`src/rtl/scan_capture.sv`:
```
// Receive-side monitor for the 8-digit multiplexed scan display: synchronizes SEG/AN,
// waits for a settled pattern, decodes the lit digit and rebuilds the full frame.
module scan_capture #(
    parameter int STABLE_CYCLES = 4,
    parameter int TIMEOUT       = 1000000
) (
    input  logic        clk,
    input  logic        rst,
    input  logic [7:0]  SEG_in,
    input  logic [7:0]  AN_in,
    output logic [31:0] digits,
    output logic [7:0]  dp,
    output logic [7:0]  seen,
    output logic        frame_done,
    output logic        err_an,
    output logic        err_seg,
    output logic        stale
);

    localparam int CNT_W = (STABLE_CYCLES < 2) ? 1 : $clog2(STABLE_CYCLES + 1);
    localparam int TO_W  = (TIMEOUT < 2) ? 1 : $clog2(TIMEOUT + 1);
    localparam logic [CNT_W-1:0] CNT_EVAL = CNT_W'(STABLE_CYCLES - 1);
    localparam logic [CNT_W-1:0] CNT_MAX  = {CNT_W{1'b1}};
    localparam logic [TO_W-1:0]  TO_MAX   = TO_W'(TIMEOUT);

    typedef enum logic [1:0] {IDLE, SETTLE, HOLD} state_t;

    // Returns {valid, index}: valid when exactly one select line is low.
    function automatic logic [3:0] one_cold(input logic [7:0] an);
        logic [7:0] inv;
        logic [3:0] r;
        inv = ~an;
        r   = 4'b0000;
        if (inv != 8'h00 && (inv & (inv - 8'h01)) == 8'h00) begin
            r[3] = 1'b1;
            for (int i = 0; i < 8; i++) begin
                if (inv[i]) r[2:0] = 3'(i);
            end
        end
        return r;
    endfunction

    // Active-high segment pattern {a..g} to {valid, hex code}.
    function automatic logic [4:0] glyph(input logic [6:0] on);
        logic [4:0] r;
        case (on)
            7'h7E:   r = 5'h10;
            7'h30:   r = 5'h11;
            7'h6D:   r = 5'h12;
            7'h79:   r = 5'h13;
            7'h33:   r = 5'h14;
            7'h5B:   r = 5'h15;
            7'h5F:   r = 5'h16;
            7'h70:   r = 5'h17;
            7'h7F:   r = 5'h18;
            7'h7B:   r = 5'h19;
            7'h77:   r = 5'h1A;
            7'h1F:   r = 5'h1B;
            7'h4E:   r = 5'h1C;
            7'h3D:   r = 5'h1D;
            7'h4F:   r = 5'h1E;
            7'h47:   r = 5'h1F;
            default: r = 5'h00;
        endcase
        return r;
    endfunction

    logic [7:0]       an_m_q, an_s_q, seg_m_q, seg_s_q;
    logic [15:0]      key_prev_q;
    logic [CNT_W-1:0] cnt_q, cnt_d;
    state_t           state_q, state_d;
    logic [31:0]      digits_q, digits_d;
    logic [7:0]       dp_q, dp_d, seen_q, seen_d;
    logic             fd_q, fd_d, ea_q, ea_d, es_q, es_d;
    logic [TO_W-1:0]  tcnt_q, tcnt_d;

    logic [15:0] key;
    logic        key_chg, blank, capture;
    logic [3:0]  oc;
    logic [4:0]  gl;
    logic [7:0]  seen_set;

    always_comb begin
        key      = {an_s_q, seg_s_q};
        key_chg  = (key != key_prev_q);
        blank    = (an_s_q == 8'hFF);
        oc       = one_cold(an_s_q);
        gl       = glyph(~seg_s_q[7:1]);
        cnt_d    = key_chg ? '0 : ((cnt_q == CNT_MAX) ? cnt_q : cnt_q + CNT_W'(1));
        state_d  = state_q;
        digits_d = digits_q;
        dp_d     = dp_q;
        seen_d   = seen_q;
        seen_set = seen_q;
        fd_d     = 1'b0;
        ea_d     = 1'b0;
        es_d     = 1'b0;
        capture  = 1'b0;
        case (state_q)
            IDLE: begin
                if (!blank) state_d = SETTLE;
            end
            SETTLE: begin
                if (key_chg) begin
                    if (blank) state_d = IDLE;
                end else if (cnt_q == CNT_EVAL) begin
                    state_d = HOLD;
                    // An AN fault takes precedence over a glyph fault.
                    if (!oc[3])      ea_d = 1'b1;
                    else if (!gl[4]) es_d = 1'b1;
                    else             capture = 1'b1;
                end
            end
            HOLD: begin
                if (key_chg) state_d = blank ? IDLE : SETTLE;
            end
            default: state_d = IDLE;
        endcase
        if (capture) begin
            digits_d[4*oc[2:0] +: 4] = gl[3:0];
            dp_d[oc[2:0]]            = ~seg_s_q[0];
            seen_set                 = seen_q | (8'b1 << oc[2:0]);
            if (seen_set == 8'hFF) begin
                fd_d   = 1'b1;
                seen_d = 8'h00;
            end else begin
                seen_d = seen_set;
            end
        end
        tcnt_d = capture ? '0 : ((tcnt_q == TO_MAX) ? tcnt_q : tcnt_q + TO_W'(1));
    end

    always_ff @(posedge clk or posedge rst) begin
        if (rst) begin
            an_m_q     <= 8'hFF;
            an_s_q     <= 8'hFF;
            seg_m_q    <= 8'hFF;
            seg_s_q    <= 8'hFF;
            key_prev_q <= 16'hFFFF;
            cnt_q      <= '0;
            state_q    <= IDLE;
            digits_q   <= 32'h0;
            dp_q       <= 8'h00;
            seen_q     <= 8'h00;
            fd_q       <= 1'b0;
            ea_q       <= 1'b0;
            es_q       <= 1'b0;
            tcnt_q     <= '0;
        end else begin
            an_m_q     <= AN_in;
            an_s_q     <= an_m_q;
            seg_m_q    <= SEG_in;
            seg_s_q    <= seg_m_q;
            key_prev_q <= key;
            cnt_q      <= cnt_d;
            state_q    <= state_d;
            digits_q   <= digits_d;
            dp_q       <= dp_d;
            seen_q     <= seen_d;
            fd_q       <= fd_d;
            ea_q       <= ea_d;
            es_q       <= es_d;
            tcnt_q     <= tcnt_d;
        end
    end

    assign digits     = digits_q;
    assign dp         = dp_q;
    assign seen       = seen_q;
    assign frame_done = fd_q;
    assign err_an     = ea_q;
    assign err_seg    = es_q;
    assign stale      = (tcnt_q == TO_MAX);

endmodule

```
`config.mk`:
```
export PLATFORM = sky130hd
export DESIGN_NAME = scan_capture
export DESIGN_NICKNAME = d
export VERILOG_FILES = /design/src/rtl/scan_capture.sv
export SDC_FILE = /design/constraint.sdc
export NUM_CORES = 1
export LEC_CHECK = 0
export BUFFER_PORTS_ARGS = -buffer_cell sky130_fd_sc_hd__buf_2
export CORE_ASPECT_RATIO = 0.8
export CORE_MARGIN = 5
export CORE_UTILIZATION = 54
export CTS_BUF_LIST = sky130_fd_sc_hd__clkbuf_2 sky130_fd_sc_hd__clkbuf_4 sky130_fd_sc_hd__clkbuf_8
export CTS_CLUSTER_DIAMETER = 200
export DETAILED_ROUTE_END_ITERATION = 8
export GPL_TIMING_DRIVEN = 0
export PLACE_DENSITY = 0.77
export SETUP_SLACK_MARGIN = 0.5
export SYNTH_ARGS = -nofsm -noshare
export SYNTH_HDL_FRONTEND = slang
export SYNTH_SLANG_ARGS = --single-unit
```
`constraint.sdc`:
```
create_clock -name clk -period 3.6 [get_ports clk]
set_input_delay 0 -clock clk [delete_from_list [all_inputs] [get_ports clk]]
set_output_delay 0 -clock clk [all_outputs]
set_load 0.005 [all_outputs]
```
==> impl_metrics.json, run 1 <==
{
  "status": "completed",
  "drcViolationCount": 0,
  "fin_skew_ns": 0.01141,
  "max_cap_viol_count": 0,
  "via_per_inst": 5.523,
  "antenna_found_initial": 0,
  "clkLatencyLatePin_ns": 0.44,
  "syn_to_final_growth_pct": 29.08,
  "synth_nets": 547,
  "rsz0062_at_grt": "true",
  "synthesis.instances": 517,
  "cp-end-kind": "register",
  "period_share_pct": 91.00,
  "worst_pin_slew_ns": 0.8103,
  "synth_top_cell_area_share_pct": 30.98,
  "fin_setup_tns_ns": 0,
  "numCtsBuffers": 17,
  "synth.distinct_cells": 73,
  "grt_pass1_wl_mm": 21.88,
  "cts_max_path_buffers": 2,
  "place_area_um2": 6774,
  "design_area_um2": 7925,
  "path_clk_slew_ns": 0.07,
  "hold_viol_final": 0,
  "die_w_um": 129.2,
  "numClockSinks": 124,
  "layout_min_cycle_time_ns": 3.276,
  "ys_ff_latch": 124,
  "port_buffers": 69,
  "fill_cells": 751,
  "firstDrtPassIters": 4,
  "synth_edf_count": 0,
  "cts_tree": "built",
  "netlist_top_cells_area": "dfrtp_1, dfstp_2, xor2_1",
  "vias": 4595,
  "drive_gt1_share_pct": 42.73,
  "core_um2": 11020,
  "cp.arrival_ns": 3.60,
  "place_inst": 732,
  "post_drt_wl_per_cell_um": 16.39,
  "synth_area_leader_cell": "dfrtp_1",
  "slew_violations": 0,
  "die_y_um": 105.4,
  "diodes": 0,
  "worstSetupStartpoint": "an_s_q[3]",
  "cp-start-kind": "register",
  "h-tree-depth": 4,
  "drt-initial-drc-count": 389,
  "gr-total-overflow": 0,
  "p_per_area_nw_per_um2": 390.1,
  "syn_area_per_cell_um2": 11.88,
  "dp_hpwl_mm": 8.877,
  "grt_pass1_vias": 4474,
  "die_area_um2": 13620,
  "row_count": 34,
  "peakVddDrop_v": 0.0004090,
  "cp_max_fo": 5,
  "grt_max_degree": 46,
  "worstHoldStart": "SEG_in[0]",
  "hold_path.class": "input port to register",
  "relSlewSlack_pct": 45.86,
  "routed_wl_mm": 13.64,
  "seq_area_frac_synth_pct": 51.52,
  "crit_required_ns": 3.92,
  "reg2reg_from": "an_s_q[3]",
  "fmax_mhz": 305.3,
  "grt_util_all_layers_pct": 19.93,
  "instances_no_fill": 832,
  "antenna_left": 0,
  "p_leak_nw": 3.678,
  "synthFlopType": "dfrtp_1",
  "gp_congestion": 0.8777,
  "synth_area_um2": 6140,
  "ys_warn_count": 0,
  "io_pins": 70,
  "initial_core_util_pct": 55.72,
  "clock-root-buffer": "clkbuf_8",
  "final_util_pct": 71.93,
  "crit_type": "register to register",
  "nets": 705,
  "synthArstFlopShare_pct": 100.0,
  "finalSetupViolations": 0
}
==> flip-flops by register name, summed over array words and instances, names as in the netlist <==
name        count
an_s_q          8
dp              8
seen            8
err_an          1
state_q         2
frame_done      1
err_seg         1
digits         32
key_prev_q     16
seg_m_q         8
cnt_q           3
tcnt_q         20
an_m_q          8
seg_s_q         8
==> cells in the mapped netlist, drive strengths merged (2+ instances only) <==
master / count
nand2b: 8
nor3: 15
nor4b: 2
maj3: 2
nor3b: 4
and3: 7
or2: 2
and4: 5
nor4: 18
nand3: 22
ha: 12
o31ai: 2
a31oi: 4
a21oi: 19
a41oi: 7
or3: 5
xnor2: 7
inv: 32
o21ai: 3
mux2i: 15
and2: 4
a211oi: 2
dfstp: 48
o22ai: 3
nand4: 13
o41ai: 2
dfrtp: 76
nand3b: 4
or3b: 2
nand2: 18
or4: 2
nor2: 40
o2111a: 2
clkbuf: 10
and4b: 5
a21o: 3
or4b: 2
xor2: 31
nand4b: 2
buf: 17
mux2: 27
==> routing by layer <==
metal	global-route usage [%]	wire length, um	up-vias
met4	7.871	225	0
li1	-	-	2162
met3	4.044	767	26
met2	30.21	6613	142
met1	28.24	6034	2265
met5	0	0	-
==> worst paths after layout <==
kind	end	slack, ns	depth (start not counted)
worst max-delay path	digits[26]	0.32	13
worst max register to register	digits[26]	0.32	13
worst min-delay path	seg_m_q[0]	0.20	2
max in group asynchronous	key_prev_q[9]	2.62	4
worst min register to register	seg_s_q[3]	0.36	0
min in group asynchronous	tcnt_q[13]	0.26	3
==> worst max-delay path: stages, from the launching register on <==
cell and delay (ns):
dfstp_2 0.54, buf_6 0.11, and4_1 0.21, buf_6 0.11, mux2_4 0.33, o31ai_4 0.22, a21o_4 0.15, ha_4 0.15
ha_4 0.21, nand2b_4 0.14, or3_4 0.38, nor4_4 0.14, buf_4 0.18, mux2_4 0.30
==> through the flow <==
step	hold slack [ns]	setup slack, ns	power, W
5_1_grt	0.1790	0.2217	0.003202
6_report	0.1970	0.3241	0.003092
2_1_floorplan	0.004478	0.2004	0.001614
3_3_place_gp	0.1056	0.04906	0.001654
4_1_cts	0.1751	0.3511	0.003101
3_5_place_dp	0.1062	0.007365	0.001665
==> what timing repair did <==
item	4_1_cts	5_1_grt
hold endpoints to repair	31	0
gates resized for setup	15	23
hold buffers	17	0
setup buffers	23	28
pin swaps	9	12
setup endpoints to repair	37	57
==> power by group <==
part	internal [W]	switching [W]	leakage [nW]
Sequential	0.00144	0.0000172	1.55
Clock	0.000835	0.000571	0.228
Combinational	0.0000981	0.000128	1.90
==> layout make-up <==
type / instances / area (um^2) / area share (%)
well taps: 144 / 180.2 / 2.273
plain buffers: 27 / 209.0 / 2.637
repair buffers: 139 / 974.7 / 12.30
inverters: 32 / 126.4 / 1.595
multi-input cells: 334 / 2815 / 35.52
clock buffers: 18 / 241.5 / 3.047
clock inverters: 14 / 215.2 / 2.715
flip-flops and latches: 124 / 3163 / 39.91
==> logic make-up after synthesis <==
group	after synthesis	synth area share [%]
AND/OR/NAND/NOR	181	19.36
flip-flops	124	51.52
AO/OA/AOI/OAI	59	7.785
buffers and inverters	59	4.952
multiplexers	42	8.192
XOR/XNOR	38	5.421
adder cells (fa/ha/maj)	14	2.771
==> placed cells by master (no fill, tap or decap), types with 15 or more instances in the layout <==
| master | netlist | final |
|---|---|---|
| dfrtp_1 | 76 | 76 |
| buf_2 | 6 | 73 |
| buf_4 | 2 | 48 |
| dfstp_2 | 48 | 48 |
| nor2_1 | 40 | 39 |
| xor2_1 | 31 | 31 |
| inv_1 | 29 | 28 |
| nand3_1 | 22 | 22 |
| mux2_4 | 13 | 19 |
| a21oi_1 | 19 | 18 |
| nand2_1 | 18 | 17 |
| clkbuf_8 | 0 | 17 |
| dlygate4sd3_1 | 0 | 17 |
| nor3_1 | 15 | 15 |
| mux2i_1 | 15 | 15 |
No activity file was read; power rests on OpenSTA's default activity.
==> run 2: changes to the inputs <==
==> constraint.sdc (replaced) <==
create_clock -name clk -period 3.6 [get_ports clk]
set_input_delay 0.9 -clock clk [delete_from_list [all_inputs] [get_ports clk]]
set_output_delay 0.9 -clock clk [all_outputs]
set_load 0.005 [all_outputs]
==> run 2 against run 1 <==
Compared with the run above:
- register-to-register slack about the same
- critical path depth down 1
- non-clock buffer count down 12
- die area unchanged
- power down 0.47%
- largest cell class unchanged
- largest power group unchanged
- highest routed layer unchanged
- maximum frequency up 0.28%
- clock skew up 0.0024 ns
==> impl_metrics.json, run 2 (synthesized netlist as in run 1, its figures left out) <==
{
  "worstHoldStart": "an_m_q[5]",
  "p_per_area_nw_per_um2": 391.8,
  "design_area_um2": 7855,
  "gr-total-overflow": 0,
  "fill_cells": 752,
  "worstSetupStartpoint": "an_s_q[3]",
  "vias": 4565,
  "max_cap_viol_count": 0,
  "drive_gt1_share_pct": 45.27,
  "initial_core_util_pct": 55.72,
  "finalSetupViolations": 0,
  "grt_pass1_wl_mm": 21.74,
  "fin_skew_ns": 0.01384,
  "antenna_found_initial": 0,
  "gp_congestion": 0.8777,
  "hold_path.class": "register to register",
  "largest_reg_flops": 32,
  "numCtsBuffers": 17,
  "cp-end-kind": "register",
  "final_cell_mix": "dfrtp_1, buf_2, buf_4",
  "numClockSinks": 124,
  "rsz0062_at_grt": "true",
  "cp-start-kind": "register",
  "dp_hpwl_mm": 8.877,
  "status": "completed",
  "firstDrtPassIters": 7,
  "reg2reg_from": "an_s_q[3]",
  "total_power_w": 0.003077,
  "final_common_cell": "dfrtp_1",
  "fmax_mhz": 306.1,
  "place_area_um2": 6774,
  "crit_type": "register to register",
  "routed_wl_mm": 13.88,
  "port_buffers": 69,
  "die_area_um2": 13620,
  "clock-root-buffer": "clkbuf_8",
  "worst_pin_slew_ns": 0.8135,
  "crit_chain": "buf_6, and4_1, buf_6, mux2_4, o311ai_4, ha_4, ha_4, nand2b_4, or3_4, nor4_4, buf_4, mux2_4",
  "p_leak_nw": 3.672,
  "cp.arrival_ns": 3.59,
  "fin_setup_tns_ns": 0,
  "cts_tree": "built",
  "cpPeakStageDelay_ns": 0.54,
  "slew_violations": 0,
  "io_pins": 70,
  "crit_required_ns": 3.92,
  "row_count": 34,
  "drt-initial-drc-count": 368,
  "drcViolationCount": 0,
  "grt_pass1_vias": 4478,
  "grt_util_all_layers_pct": 19.80,
  "hold_viol_final": 0,
  "die_y_um": 105.4,
  "path_clk_slew_ns": 0.07,
  "syn_to_final_growth_pct": 27.94,
  "post_drt_wl_per_cell_um": 16.93,
  "via_per_inst": 5.567,
  "antenna_left": 0,
  "core_um2": 11020,
  "cp_slowest_cell": "dfstp_2",
  "cp_max_fo": 4,
  "layout_min_cycle_time_ns": 3.267,
  "diodes": 0,
  "relSlewSlack_pct": 45.65,
  "period_share_pct": 90.74,
  "grt_max_degree": 46,
  "peakVddDrop_v": 0.0004055,
  "cts_max_path_buffers": 2,
  "h-tree-depth": 4,
  "die_w_um": 129.2,
  "nets": 693,
  "clkLatencyLatePin_ns": 0.44
}
==> run 2: power by group <==
group	internal, W	leakage, nW	switching, W	total, W
registers	0.00144	1.55	0.0000171	0.00146
clock network	0.000835	0.228	0.000566	0.00140
logic	0.0000882	1.90	0.000128	0.000217
==> run 2: path summary, 6_finish.rpt <==
path                            endpoint  slack [ns]  cells after the start
max                           digits[26]        0.33                     12
min                            an_s_q[5]        0.36                      0
max reg2reg                   digits[26]        0.33                     12
min reg2reg                    an_s_q[5]        0.36                      0
max in group asynchronous  key_prev_q[9]        2.27                      3
min in group asynchronous     tcnt_q[13]        0.61                      2
==> run 2: metal layers <==
layer	up-vias	track usage [%]	wire [um]
met5	-	0	0
met4	0	7.871	178
met3	21	4.095	748
met2	139	29.96	6784
met1	2277	28.04	6170
li1	2128	-	-
==> run 2: repair_timing <==
| action | in CTS | in global routing |
|---|---|---|
| hold buffers | 0 | 0 |
| resized for setup | 18 | 34 |
| cloned | 0 | 0 |
| endpoints found under the setup margin | 38 | 58 |
| buffers inserted | 24 | 32 |
| pin swaps | 9 | 15 |
==> run 2: metrics by stage <==
step | worst slack (ns) | hold slack (ns) | utilization (%) | std cells
6_report | 0.3332 | 0.3555 | 71.29 | 820
5_1_grt | 0.2451 | 0.3603 | 71.29 | 820
4_1_cts | 0.3511 | 0.3570 | 68.07 | 788
3_5_place_dp | 0.007365 | 0.3475 | 61.48 | 732
3_3_place_gp | 0.04906 | 0.3469 | 61.12 | 730
2_1_floorplan | 0.2004 | 0.3452 | - | 517
==> run 2: worst max-delay path: cells and delay by family, from the launching register on <==
family,cells,cell delay [ns]
mux,2,0.63
compound gates,1,0.30
fa+ha+maj,2,0.41
flops,1,0.54
buf+inv,3,0.41
simple gates,4,0.86
==> run 2: cell type report <==
type                    count  area, um^2  area share (%)
plain buffers              27       216.5           2.756
clock buffers              18       241.5           3.074
flip-flops and latches    124        3164           40.28
inverters                  32       126.4           1.609
repair buffers            127       858.3           10.93
well taps                 144       180.2           2.294
clock inverters            14       215.2           2.740
multi-input cells         334        2853           36.32
==> run 3: changes to the inputs <==
Settings changed: CAP_MARGIN from default to 25, CTS_CLUSTER_SIZE from default to 20, REMOVE_ABC_BUFFERS from default to 1.
==> run 3 against run 2 <==
Compared with the run above:
- sequential power about the same
- first-iteration DRC count up 61%
- utilization fell by 2.6 points
- wire length increased by 3.3%
- count of clock-buffer cells in the layout grew 8
- clock skew about the same
- register-to-register slack improved by 0.06 ns
- flip-flop and latch count unchanged
- final area fell by 3.7%
- setup slack gained 0.060 ns
==> impl_metrics.json, run 3 (synthesized netlist as in run 1, its figures left out) <==
{
  "hold_path.class": "register to register",
  "max_cap_viol_count": 0,
  "fmax_mhz": 311.8,
  "grt_util_all_layers_pct": 21.04,
  "cp-start-kind": "register",
  "multiInputGateArea_um2": 2840,
  "crit_required_ns": 3.92,
  "via_per_inst": 5.779,
  "largest_reg_flops": 32,
  "gr-total-overflow": 0,
  "crit_type": "register to register",
  "drive_gt1_share_pct": 43.36,
  "cts_max_path_buffers": 2,
  "layout_min_cycle_time_ns": 3.207,
  "p_per_area_nw_per_um2": 394.3,
  "port_buffers": 69,
  "vias": 4577,
  "worst_pin_slew_ns": 0.7099,
  "die_y_um": 105.4,
  "antenna_found_initial": 0,
  "final_util_pct": 68.67,
  "drcViolationCount": 0,
  "drt-initial-drc-count": 594,
  "grt_pass1_wl_mm": 22.81,
  "diodes": 0,
  "die_w_um": 129.2,
  "die_area_um2": 13620,
  "initial_core_util_pct": 55.72,
  "firstDrtPassIters": 7,
  "relSlewSlack_pct": 52.39,
  "period_share_pct": 89.09,
  "routed_wl_mm": 14.35,
  "peakVddDrop_v": 0.0004767,
  "path_clk_slew_ns": 0.08,
  "regArea_um2": 3168,
  "fill_cells": 765,
  "h-tree-depth": 4,
  "status": "completed",
  "finalSetupViolations": 0,
  "numCtsBuffers": 17,
  "nets": 665,
  "row_count": 34,
  "rsz0062_at_grt": "true",
  "hold_viol_final": 0,
  "cts_tree": "built",
  "post_drt_wl_per_cell_um": 18.11,
  "final_common_cell": "dfrtp_1",
  "clkLatencyLatePin_ns": 0.44,
  "core_um2": 11020,
  "grt_pass1_vias": 4502,
  "cp-end-kind": "register",
  "final_cell_mix": "dfrtp_1, buf_2, dfstp_2, buf_4, nor2_1",
  "fin_skew_ns": 0.01370,
  "cp.arrival_ns": 3.53,
  "antenna_left": 0,
  "clock-root-buffer": "clkbuf_8",
  "grt_max_degree": 45,
  "whs_ns": 0.3410,
  "slew_violations": 0,
  "cp_max_fo": 5,
  "numClockSinks": 124,
  "syn_to_final_growth_pct": 23.23,
  "dp_hpwl_mm": 8.852,
  "io_pins": 70,
  "gp_congestion": 0.8297,
  "p_leak_nw": 3.529
}
[run 3: layout make-up]
| cell class | count | share of cell area, % |
|---|---|---|
| Sequential cell | 124 | 41.87 |
| Multi-Input combinational cell | 335 | 37.54 |
| Timing Repair Buffer | 125 | 10.78 |
| Clock buffer | 26 | 4.316 |
| Tap cell | 144 | 2.381 |
| Inverter | 32 | 1.654 |
| Clock inverter | 6 | 1.455 |
[run 3: critical path: stages, from the launching register on]
cell and delay, ns:
dfstp_2 0.59, and4b_2 0.25, mux2_4 0.30, o31ai_4 0.27, a21o_4 0.14, ha_4 0.14, ha_4 0.22, nand2b_4 0.15
or3_4 0.40, nor4_4 0.14, buf_4 0.20, mux2_4 0.31
[run 3: what timing repair did]
| action | 4_1_cts | 5_1_grt |
|---|---|---|
| hold endpoints to repair | 0 | 0 |
| endpoints found under the setup margin | 62 | 51 |
| buffers inserted | 37 | 15 |
| cloned | 0 | 1 |
| hold buffers | 0 | 0 |
| pin swaps | 19 | 16 |
| resized for setup | 42 | 9 |
[run 3: final timing paths]
path | slack, ns | depth (start not counted) | startpoint | endpoint
worst max-delay path | 0.39 | 11 | an_s_q[5] | digits[25]
worst min-delay path | 0.34 | 0 | an_m_q[6] | an_s_q[6]
worst max register to register | 0.39 | 11 | an_s_q[5] | digits[25]
worst min register to register | 0.34 | 0 | an_m_q[6] | an_s_q[6]
max in group asynchronous | 2.42 | 3 | rst | an_m_q[6]
min in group asynchronous | 0.50 | 2 | rst | digits[9]
[run 3: power by group]
part           internal [W]  switching (W)  leakage [nW]
registers           0.00144      0.0000340          1.55
clock network      0.000797       0.000520         0.221
logic             0.0000763       0.000112          1.76
[run 3: stage by stage]
step | area (um^2) | setup slack [ns] | cells | power [W] | TNS (ns)
after CTS | 7423 | 0.4277 | 776 | 0.002987 | 0
after floorplan | 5956 | -0.5198 | 490 | 0.001593 | -41.44
after global placement | 6481 | -1.603 | 703 | 0.001629 | -155.17
after detailed placement | 6543 | -0.7409 | 707 | 0.001643 | -15.76
after global routing | 7566 | 0.3269 | 792 | 0.003098 | 0
final | 7566 | 0.3928 | 792 | 0.002983 | 0
[run 3: routing by layer]
metal / up-vias / part of all wire, % / GRT usage [%] / routed length, um
li1: 2086 / - / - / -
met1: 2247 / 43 / 28.94 / 6150
met2: 200 / 49 / 32.03 / 6970
met3: 44 / 6.3 / 6.016 / 908
met4: 0 / 2.2 / 7.346 / 316
met5: - / 0 / 0 / 0
